==> src/rtl/layer_sequencer.sv <==
// Layer sequencer: splits one layer into filter-group x channel-group tiles,
// launches each on the PE array and pulses done_layer once at the end.
module layer_sequencer #(
  parameter int unsigned OFM_RAM_SIZE = 2378675,
  parameter int unsigned ADDR_W       = $clog2(OFM_RAM_SIZE),
  parameter int unsigned NUM_PE       = 16,
  parameter int unsigned CH_PER_TILE  = 16
) (
  input  logic              clk,
  input  logic              rst_n,
  input  logic              start_layer,
  input  logic [8:0]        ifm_size,
  input  logic [10:0]       ifm_channel,
  input  logic [1:0]        kernel_size,
  input  logic [10:0]       num_filter,
  input  logic              maxpool_mode,
  input  logic [1:0]        maxpool_stride,
  input  logic              upsample_mode,
  input  logic [ADDR_W-1:0] start_read_addr,
  input  logic [ADDR_W-1:0] start_write_addr,
  input  logic              tile_done,
  output logic              tile_start,
  output logic [10:0]       tile_filter_base,
  output logic [4:0]        tile_num_filter,
  output logic [10:0]       tile_channel_base,
  output logic [4:0]        tile_num_channel,
  output logic              tile_first_ch,
  output logic              tile_last_ch,
  output logic [ADDR_W-1:0] tile_read_addr,
  output logic [ADDR_W-1:0] tile_write_addr,
  output logic [1:0]        tile_kernel_size,
  output logic [9:0]        ofm_size,
  output logic              busy,
  output logic              done_layer
);

  typedef enum logic [2:0] {StIdle, StLoad, StIssue, StWait, StNext, StDone} state_e;

  localparam logic [11:0] ChStep   = 12'(CH_PER_TILE);
  localparam logic [11:0] FiltStep = 12'(NUM_PE);

  state_e            state_q, state_d;
  logic [8:0]        ifm_size_q, ifm_size_d;
  logic [10:0]       ifm_channel_q, ifm_channel_d;
  logic [1:0]        kernel_size_q, kernel_size_d;
  logic [10:0]       num_filter_q, num_filter_d;
  logic              maxpool_mode_q, maxpool_mode_d;
  logic [1:0]        maxpool_stride_q, maxpool_stride_d;
  logic              upsample_mode_q, upsample_mode_d;
  logic [ADDR_W-1:0] start_read_addr_q, start_read_addr_d;
  logic [ADDR_W-1:0] start_write_addr_q, start_write_addr_d;
  logic [17:0]       ip_q, ip_d;
  logic [19:0]       op_q, op_d;
  logic [9:0]        ofm_size_q, ofm_size_d;
  logic [10:0]       fcnt_q, fcnt_d;
  logic [10:0]       ccnt_q, ccnt_d;
  logic [ADDR_W-1:0] rd_q, rd_d;
  logic [ADDR_W-1:0] wr_q, wr_d;
  logic              tile_start_q, tile_start_d;
  logic [4:0]        tile_num_filter_q, tile_num_filter_d;
  logic [4:0]        tile_num_channel_q, tile_num_channel_d;
  logic              tile_first_ch_q, tile_first_ch_d;
  logic              tile_last_ch_q, tile_last_ch_d;
  logic              busy_q, busy_d;
  logic              done_layer_q, done_layer_d;

  logic [9:0]        ofm_calc;
  logic [11:0]       ch_next, f_next, f_rem, c_rem;
  logic              more_ch, more_f;
  logic [ADDR_W-1:0] rd_step, wr_step;

  always_comb begin
    if (upsample_mode_q) begin
      ofm_calc = {ifm_size_q, 1'b0};
    end else if (maxpool_mode_q && maxpool_stride_q == 2'd2) begin
      ofm_calc = {2'b00, ifm_size_q[8:1]};
    end else begin
      ofm_calc = {1'b0, ifm_size_q};
    end
  end

  // 12-bit sums so ccnt/fcnt + step cannot wrap near the 11-bit limit
  assign ch_next = {1'b0, ccnt_q} + ChStep;
  assign f_next  = {1'b0, fcnt_q} + FiltStep;
  assign more_ch = ch_next < {1'b0, ifm_channel_q};
  assign more_f  = f_next < {1'b0, num_filter_q};
  assign rd_step = ADDR_W'(ip_q) * ADDR_W'(CH_PER_TILE);
  assign wr_step = ADDR_W'(op_q) * ADDR_W'(NUM_PE);

  always_comb begin
    state_d            = state_q;
    ifm_size_d         = ifm_size_q;
    ifm_channel_d      = ifm_channel_q;
    kernel_size_d      = kernel_size_q;
    num_filter_d       = num_filter_q;
    maxpool_mode_d     = maxpool_mode_q;
    maxpool_stride_d   = maxpool_stride_q;
    upsample_mode_d    = upsample_mode_q;
    start_read_addr_d  = start_read_addr_q;
    start_write_addr_d = start_write_addr_q;
    ip_d               = ip_q;
    op_d               = op_q;
    ofm_size_d         = ofm_size_q;
    fcnt_d             = fcnt_q;
    ccnt_d             = ccnt_q;
    rd_d               = rd_q;
    wr_d               = wr_q;
    tile_num_filter_d  = tile_num_filter_q;
    tile_num_channel_d = tile_num_channel_q;
    tile_first_ch_d    = tile_first_ch_q;
    tile_last_ch_d     = tile_last_ch_q;
    f_rem              = '0;
    c_rem              = '0;

    unique case (state_q)
      StIdle: begin
        if (start_layer) begin
          ifm_size_d         = ifm_size;
          ifm_channel_d      = ifm_channel;
          kernel_size_d      = kernel_size;
          num_filter_d       = num_filter;
          maxpool_mode_d     = maxpool_mode;
          maxpool_stride_d   = maxpool_stride;
          upsample_mode_d    = upsample_mode;
          start_read_addr_d  = start_read_addr;
          start_write_addr_d = start_write_addr;
          state_d            = StLoad;
        end
      end
      StLoad: begin
        ip_d       = 18'(ifm_size_q) * 18'(ifm_size_q);
        ofm_size_d = ofm_calc;
        op_d       = 20'(ofm_calc) * 20'(ofm_calc);
        fcnt_d     = '0;
        ccnt_d     = '0;
        rd_d       = start_read_addr_q;
        wr_d       = start_write_addr_q;
        state_d    = (num_filter_q == '0 || ifm_channel_q == '0) ? StDone : StIssue;
      end
      StIssue: state_d = StWait;
      StWait: begin
        if (tile_done) state_d = StNext;
      end
      StNext: begin
        if (more_ch) begin
          ccnt_d  = ch_next[10:0];
          rd_d    = rd_q + rd_step;
          state_d = StIssue;
        end else if (more_f) begin
          fcnt_d  = f_next[10:0];
          ccnt_d  = '0;
          rd_d    = start_read_addr_q;
          wr_d    = wr_q + wr_step;
          state_d = StIssue;
        end else begin
          state_d = StDone;
        end
      end
      StDone: state_d = StIdle;
      default: state_d = StIdle;
    endcase

    // Tile descriptor is captured on entry to ISSUE and held until the next one
    if (state_d == StIssue) begin
      f_rem              = {1'b0, num_filter_q} - {1'b0, fcnt_d};
      c_rem              = {1'b0, ifm_channel_q} - {1'b0, ccnt_d};
      tile_num_filter_d  = (f_rem >= FiltStep) ? 5'(NUM_PE) : f_rem[4:0];
      tile_num_channel_d = (c_rem >= ChStep) ? 5'(CH_PER_TILE) : c_rem[4:0];
      tile_first_ch_d    = (ccnt_d == '0);
      tile_last_ch_d     = ({1'b0, ccnt_d} + ChStep) >= {1'b0, ifm_channel_q};
    end
    tile_start_d = (state_d == StIssue);
    busy_d       = (state_d != StIdle);
    done_layer_d = (state_d == StDone);
  end

  always_ff @(posedge clk or negedge rst_n) begin
    if (!rst_n) begin
      state_q            <= StIdle;
      ifm_size_q         <= '0;
      ifm_channel_q      <= '0;
      kernel_size_q      <= '0;
      num_filter_q       <= '0;
      maxpool_mode_q     <= 1'b0;
      maxpool_stride_q   <= '0;
      upsample_mode_q    <= 1'b0;
      start_read_addr_q  <= '0;
      start_write_addr_q <= '0;
      ip_q               <= '0;
      op_q               <= '0;
      ofm_size_q         <= '0;
      fcnt_q             <= '0;
      ccnt_q             <= '0;
      rd_q               <= '0;
      wr_q               <= '0;
      tile_start_q       <= 1'b0;
      tile_num_filter_q  <= '0;
      tile_num_channel_q <= '0;
      tile_first_ch_q    <= 1'b0;
      tile_last_ch_q     <= 1'b0;
      busy_q             <= 1'b0;
      done_layer_q       <= 1'b0;
    end else begin
      state_q            <= state_d;
      ifm_size_q         <= ifm_size_d;
      ifm_channel_q      <= ifm_channel_d;
      kernel_size_q      <= kernel_size_d;
      num_filter_q       <= num_filter_d;
      maxpool_mode_q     <= maxpool_mode_d;
      maxpool_stride_q   <= maxpool_stride_d;
      upsample_mode_q    <= upsample_mode_d;
      start_read_addr_q  <= start_read_addr_d;
      start_write_addr_q <= start_write_addr_d;
      ip_q               <= ip_d;
      op_q               <= op_d;
      ofm_size_q         <= ofm_size_d;
      fcnt_q             <= fcnt_d;
      ccnt_q             <= ccnt_d;
      rd_q               <= rd_d;
      wr_q               <= wr_d;
      tile_start_q       <= tile_start_d;
      tile_num_filter_q  <= tile_num_filter_d;
      tile_num_channel_q <= tile_num_channel_d;
      tile_first_ch_q    <= tile_first_ch_d;
      tile_last_ch_q     <= tile_last_ch_d;
      busy_q             <= busy_d;
      done_layer_q       <= done_layer_d;
    end
  end

  assign tile_start        = tile_start_q;
  assign tile_filter_base  = fcnt_q;
  assign tile_num_filter   = tile_num_filter_q;
  assign tile_channel_base = ccnt_q;
  assign tile_num_channel  = tile_num_channel_q;
  assign tile_first_ch     = tile_first_ch_q;
  assign tile_last_ch      = tile_last_ch_q;
  assign tile_read_addr    = rd_q;
  assign tile_write_addr   = wr_q;
  assign tile_kernel_size  = kernel_size_q;
  assign ofm_size          = ofm_size_q;
  assign busy              = busy_q;
  assign done_layer        = done_layer_q;

endmodule

==> config.mk <==
export PLATFORM = sky130hd
export DESIGN_NAME = layer_sequencer
export DESIGN_NICKNAME = d
export VERILOG_FILES = /design/src/rtl/layer_sequencer.sv
export SDC_FILE = /design/constraint.sdc
export NUM_CORES = 1
export LEC_CHECK = 0
export CAP_MARGIN = 20
export CORE_MARGIN = 5
export CORE_UTILIZATION = 35
export CTS_BUF_LIST = sky130_fd_sc_hd__clkbuf_8
export DETAILED_ROUTE_END_ITERATION = 12
export GPL_ROUTABILITY_DRIVEN = 0
export GPL_TIMING_DRIVEN = 0
export PLACE_DENSITY = 0.53
export SYNTH_ARGS = -nofsm -noshare
export SYNTH_HDL_FRONTEND = slang
export SYNTH_SLANG_ARGS = --single-unit
==> constraint.sdc <==
create_clock -name clk -period 9.9 [get_ports clk]
set_input_delay 0.99 -clock clk [delete_from_list [all_inputs] [get_ports clk]]
set_output_delay 0.99 -clock clk [all_outputs]
set_load 0.005 [all_outputs]
# Word-level counts from Yosys, hierarchy flattened
# Index checks and enable logic that the tools add are counted.
# op_classes
mux,22
n_addsub,7
eq_ne,10
reduce_logical,11
multipliers,2
n_lt_le_gt_ge,5
# op_table
op,n
22-bit two-way mux,4
22-bit one-hot mux with 2 select lines,2
22-bit adder,2
11-bit two-way mux,4
11-bit one-hot mux with 2 select lines,2
11-bit by 5-bit adder with 12-bit output (second input constant),3
11-bit logical NOT,3
12-bit by 5-bit greater-or-equal comparator with 1-bit output (second input constant),2
12-bit by 11-bit < comparator with 1-bit output,2
11-bit by 11-bit subtractor with 12-bit output,2
10-bit by 10-bit multiplier with 18-bit output,1
9-bit by 9-bit multiplier with 18-bit output,1
3-bit two-way mux,5
3-bit one-hot mux with 5 select lines,1
12-bit by 11-bit greater-or-equal comparator with 1-bit output,1
10-bit two-way mux,1
5-bit two-way mux,2
3-bit by 2-bit equality test with 1-bit output (second input constant),3
9-bit two-way mux,1
3-bit equality test (second input constant),2
2-bit inequality test (second input constant),2
2-bit AND reduction,2
3-bit by 1-bit equality test with 1-bit output (second input constant),1
3-bit logical NOT,1
7 further kinds,7
# totals
out_inout_bits,93
ff_bits,211
in_bits,85
wordCells,81

# Depth between registers and ports, before layout
# Gate-level depths: netlist of the first run.
# logic_depth
ltp_word,8
ltp_mapped,27
mapped_depth_nobuf,25

# Worst setup path after synthesis of the first run
# Ideal clock, no wire load.
# synth_path
path_type,register to register
startpoint,reg maxpool_stride_q[1]
endpoint,reg op_q[16]
t_required_ns,9.771
arrival_ns,5.984
slack_ns,3.788
setup_time_ns,0.129
path_buffers,1
stages_incl_launch_ff,26
cell_sequence,dfrtp_1 nand3b_1 clkbuf_1 nor2_1 a21oi_1 nor2_1 a21oi_1 inv_1 nand2_1 fa_1 fa_1 inv_1 ha_1 inv_1 fa_1 inv_1 fa_1 ha_1 a21o_1 a21oi_1 o21a_1 o21ai_0 or4_1 a31oi_1 xor2_1 o21ai_1
# synth_between
elab_chain_len,5
# synth_rtl
element,line,rtl
"start, declared",48,"logic [1:0] maxpool_stride_q, maxpool_stride_d;"
"start signal, assigned",210,maxpool_stride_q <= maxpool_stride_d;
2-bit equality test,75,end else if (maxpool_mode_q && maxpool_stride_q == 2'd2) begin
1-bit logical AND,75,
9-bit two-way mux,75,
10-bit two-way mux,73,if (upsample_mode_q) begin
via ofm_calc[4],67,logic [9:0] ofm_calc;
10-bit by 10-bit multiplier with 18-bit output,133,op_d = 20'(ofm_calc) * 20'(ofm_calc);
"end signal, assigned",215,op_q <= op_d;
"end, declared",53,"logic [19:0] op_q, op_d;"
# The timed path passes the listed nets, and every way through them passes these cells.
# A chain may end at the register's enable or synchronous reset.

# Worst setup path in the final report of the first run
# Same ends and word-level chain as after synthesis.

==> results.yml, run 1 <==
global_routing:
  grtUsageTotal_pct: 18.6
  grt_first_pass_wirelength_mm: 75.2
  grt_max_degree: 107
  grt-ovfl-total: 0
  grt_pass1_vias: 13600
  antenna_found_initial: 0
clock_network:
  hold_buffers: 0
  clk_latency_ps: 600
  clkTransAtPathRegs_ps: 60
  cts_resized: 0
  cts-root-buf: "clkbuf_8"
  cts_setup_buffers: 0
  htreeDepth: 2
  clock_path_buffers: 3
  tritoncts: "yes"
  cts_buffers: 40
  clock_sinks: 208
sta:
  worst_clock_skew_ps: 36.0
  tns_ps: 0
  tightest_slew_ps: 1110
  period_share_pct: 72.6
  hold_viol: 0
  fmax_mhz: 139
  setup_viol: 0
  fin_crit_ps: 7190
  slew_violations: 0
  slew_headroom_pct: 26.2
  rsz0062_at_grt: "false"
place:
  dp_hpwl_mm: 36.8
  port_buffers: 177
  dp.cells: 2538
route:
  via_per_inst: 5.09
  antenna_left: 0
  wl_per_cell_um: 18.0
  routed_wl_mm: 47.0
  drt-pass1-iter-count: 5
  remaining_drc_errors: 0
  vias: 13300
  drt_first_iter_violations: 799
cells_and_area:
  fin_cells: 2610
  final_util_pct: 43.0
  syn_to_final_growth_pct: 21.4
  n_antenna_cell: 0
  nFillCells: 4562
  nets: 2314
  final_layout_size_suffix_gt1_share_pct: 7.61
die:
  start_util_pct: 35.4
  ios: 178
  dieHeight_um: 225
  num_rows: 78
  die_area_mm2: 0.0504
  die_w_um: 225
  core_mm2: 0.0455
setup_path:
  worstSetupEndpointType: "flip-flop"
  cp_slowest_cell: "a21oi_1"
  crit_arrival_ps: 7650
  required_ps: 10360
  critPathMaxStageDelay_ps: 820
  start_kind: "flip-flop"
  path_class: "reg2reg"
  crit_fanout: 10
synth:
  synth_edf_count: 0
  yosysMostFrequentCell: "nand2_1"
  synth_seq_cells: 208
  syn_area_mm2: 0.0161
  synthDistinctLibCells: 74
  synth_top_family_by_area: "adder cells"
  synth_warnings: 0
  yosys-mux-area-fraction_pct: 4.86
  synthSimpleGateAreaFrac_pct: 14.7
  ys_top_cells_by_count: "215 x nand2_1, 208 x dfrtp_1, 181 x inv_1"
  synth_compound_area_share_pct: 14.8
  synthFlopType: "dfrtp_1"
  yosys-top-cells-area: "dfrtp_1 32%, ha_1 13%, fa_1 10%"
  synthXorXnorAreaFrac_pct: 4.24
  syn-mean-instance-area_um2: 9.16
  yosys.area.top_type: "dfrtp_1"
  synth_cells: 1759
  synth-adder-area-share_pct: 23.3
  ys_seq_area_share_pct: 32.3
  postSynth.asyncResetShare_pct: 100
  post-synth-top-area-fraction_pct: 32.3
status:
  status: "complete, no violations"
run:
  cap_violations: 0
min_path:
  hp-class: "in2async"
==> state kept, by name, summed over array words and instances, names as in the netlist, 9 cells and up <==
register and count:
start_write_addr_q 22, ifm_channel_q 11, ip_q 17, tile_read_addr 22, start_read_addr_q 22, tile_filter_base 11
op_q 17, ofm_size 9, ifm_size_q 9, tile_write_addr 22, num_filter_q 11, tile_channel_base 11
==> final cells by class <==
type / instances / area (um^2) / share of cell area, %
tap: 600 / 751 / 3.84
buffer: 63 / 241 / 1.23
multi-input combinational: 1305 / 9980 / 51.0
clock buffer: 50 / 688 / 3.52
clock inverter: 22 / 204 / 1.04
sequential: 208 / 5200 / 26.6
timing repair buffer: 178 / 1800 / 9.22
inverter: 184 / 691 / 3.53
==> final timing paths <==
check	from	endpoint	slack (ps)	cells past startpoint
max	maxpool_stride_q[1]	op_q[16]	2710	25
min	rst_n	ifm_channel_q[9]	460	1
max reg2reg	maxpool_stride_q[1]	op_q[16]	2710	25
min reg2reg	start_write_addr_q[0]	tile_write_addr[0]	470	2
max in group asynchronous	rst_n	op_q[4]	8400	2
min in group clk	start_write_addr_q[0]	tile_write_addr[0]	470	2
==> metrics by stage <==
step	cell area (um^2)	setup slack [ps]	hold slack, ps
global placement	18600	-1430	448
CTS	19600	2730	445
global route	19600	2070	494
detailed placement	18700	2730	455
finish	19600	2710	460
floorplan	16100	3790	435
==> layer usage <==
metal	track usage (%)	part of all wire [%]
met4	5.26	2.3
met2	30.3	46
met3	3.35	4.9
met5	0	0
met1	25.6	47
==> cell families (layout without fill, tap and decap cells) <==
family | after synthesis | in the layout
xor gates and xnor gates | 78 | 78
AOI/OAI and AO/OA | 392 | 392
adders and majority gates | 249 | 249
DFF | 208 | 208
other | 1 | 2
muxes | 71 | 71
and+or+nand+nor | 513 | 513
buffers and inverters | 247 | 497
==> worst max-delay path: cells and delay by family, from the launching register on <==
family / cells / cell delay [ps]
XOR/XNOR: 1 / 160
flip-flops: 1 / 380
adder cells (fa/ha/maj): 6 / 2640
buffers and inverters: 5 / 790
AO/OA/AOI/OAI: 8 / 2050
AND/OR/NAND/NOR: 5 / 1060
==> placed cells by master, fill, tap and decap left out, types with 34 or more instances in the layout <==
cell | netlist | layout
nand2_1 | 215 | 215
mux2_2 | 58 | 58
clkbuf_1 | 59 | 59
fa_1 | 84 | 84
inv_1 | 181 | 191
dfrtp_1 | 208 | 208
clkbuf_8 | 0 | 50
xnor2_1 | 44 | 44
nor2_1 | 115 | 115
a21oi_1 | 96 | 96
xor2_1 | 34 | 34
ha_1 | 165 | 165
o21ai_0 | 136 | 136
clkdlybuf4s50_1 | 0 | 176
Power of run 1 is not shown: default switching activity piles up to over one toggle a cycle in this logic, so the estimate is an artifact.
==> run 2, diff against run 1 <==
Clock period 9.9 ns to 7.35 ns, I/O delays scaled along.
==> results.yml, run 2 (synthesis results as in run 1) <==
global_routing:
  grt_use_met3_pct: 3.35
  grt_first_pass_wirelength_mm: 75.2
  grtUsageTotal_pct: 18.6
  antenna_found_initial: 0
  busiest_layer: "met2"
  grt_max_degree: 107
  grt-ovfl-total: 0
  grtUsageMet1_pct: 25.6
  grt.met2_usage_pct: 30.3
  grt_pass1_vias: 13600
clock_network:
  clkTransAtPathRegs_ps: 60
  clk_latency_ps: 600
  clock_path_buffers: 3
  clock_sinks: 208
  tritoncts: "yes"
  cts_buffers: 40
  cts_setup_buffers: 0
  htreeDepth: 2
  cts-root-buf: "clkbuf_8"
die:
  die_w_um: 225
  num_rows: 78
  die_area_mm2: 0.0504
  ios: 178
  core_mm2: 0.0455
  start_util_pct: 35.4
  dieHeight_um: 225
setup_path:
  critPathMaxStageDelay_ps: 670
  path_class: "reg2reg"
  crit_fanout: 10
  start_kind: "flip-flop"
  reg2reg_depth: 24
  required_ps: 7810
  worstSetupEndpointType: "flip-flop"
  cp_slowest_cell: "a21oi_1"
  crit_arrival_ps: 7320
  path_cells: "nand3b_1, clkbuf_1, nand2_1, nor2_1, a21oi_1, or2_2, inv_1, fa_1, inv_1, fa_1, inv_1, fa_1, inv_1, fa_1, fa_1, inv_1, ha_1, a21oi_1, o21a_1, o21ai_0, or4_1, a31oi_1, xor2_1, o21ai_1"
sta:
  hold_slack_ps: 207
  fmax_mhz: 146
  hold_viol: 0
  setup_viol: 0
  slew_headroom_pct: 24.7
  period_share_pct: 93.2
  rsz0062_at_grt: "false"
  slew_violations: 0
  tightest_slew_ps: 1130
  fin_crit_ps: 6850
  worst_clock_skew_ps: 36.3
  setup_ws_ps: 498
route:
  vias: 13300
  drt_first_iter_violations: 731
  routed_wl_mm: 46.9
  wl_per_cell_um: 18.0
  remaining_drc_errors: 0
  via_per_inst: 5.10
  drt-pass1-iter-count: 5
  antenna_left: 0
cells_and_area:
  final_common_cell: "nand2_1"
  n_antenna_cell: 0
  nFillCells: 4562
  final_cell_mix: "215 x nand2_1, 208 x dfrtp_1, 191 x inv_1"
  syn_to_final_growth_pct: 21.5
  nets: 2313
  final_layout_size_suffix_gt1_share_pct: 7.77
place:
  port_buffers: 177
  place_ws_ps: 181
  dp_hpwl_mm: 36.8
min_path:
  hp-class: "in2async"
run:
  cap_violations: 0
status:
  status: "complete, no violations"
-- run 2: cell types whose count changed in the layout (fill, tap and decap cells not counted) --
cell	change
a21oi_1	-3
a21oi_2	+2
a21oi_4	+1
clkbuf_1	-1
-- run 2: what timing repair did --
item	CTS	global route
endpoints found under the setup margin	0	3
hold buffers	0	0
resized for setup	0	4
-- run 2: area by class of cell --
cell class              count  area [um^2]  share of cell area (%)
plain buffers              62          238                    1.21
clock buffers              50          688                    3.52
clock inverters            22          204                    1.04
inverters                 184          691                    3.53
multi-input cells        1305         9990                    51.1
flip-flops and latches    208         5200                    26.6
well taps                 600          751                    3.84
repair buffers            178         1800                    9.22
-- run 2: path summary, 6_finish.rpt --
check,start,endpoint,slack (ps)
max in group asynchronous,rst_n,op_q[4],6100
hold reg to reg,start_write_addr_q[0],tile_write_addr[0],470
hold / removal,rst_n,ifm_channel_q[9],210
min in group clk,start_write_addr_q[0],tile_write_addr[0],470
setup / recovery,maxpool_stride_q[0],op_q[16],500
setup reg to reg,maxpool_stride_q[0],op_q[16],500
-- run 2: worst max-delay path, delay by kind of cell (launching register included) --
family | cells | cell delay (ps)
fa+ha+maj | 6 | 2910
compound gates | 6 | 1500
simple gates | 5 | 1200
buf+inv | 6 | 580
flops | 1 | 370
xor+xnor | 1 | 160
-- run 2: per-layer routing --
metal / up-vias / share of wire, %
li1: 6414 / -
met1: 6482 / 46
met2: 317 / 46
met3: 80 / 5.5
met4: 0 / 2.4
met5: - / 0
-- run 2: through the flow --
step	area, um^2	cells	setup TNS [ps]	utilization [%]
2_1_floorplan	16100	1760	0	-
3_3_place_gp	18600	2537	-769590	41.0
3_5_place_dp	18700	2538	0	41.0
4_1_cts	19600	2610	0	43.0
5_1_grt	19600	2609	0	43.0
6_report	19600	2609	0	43.0
Power of run 2 is left out for the same reason.
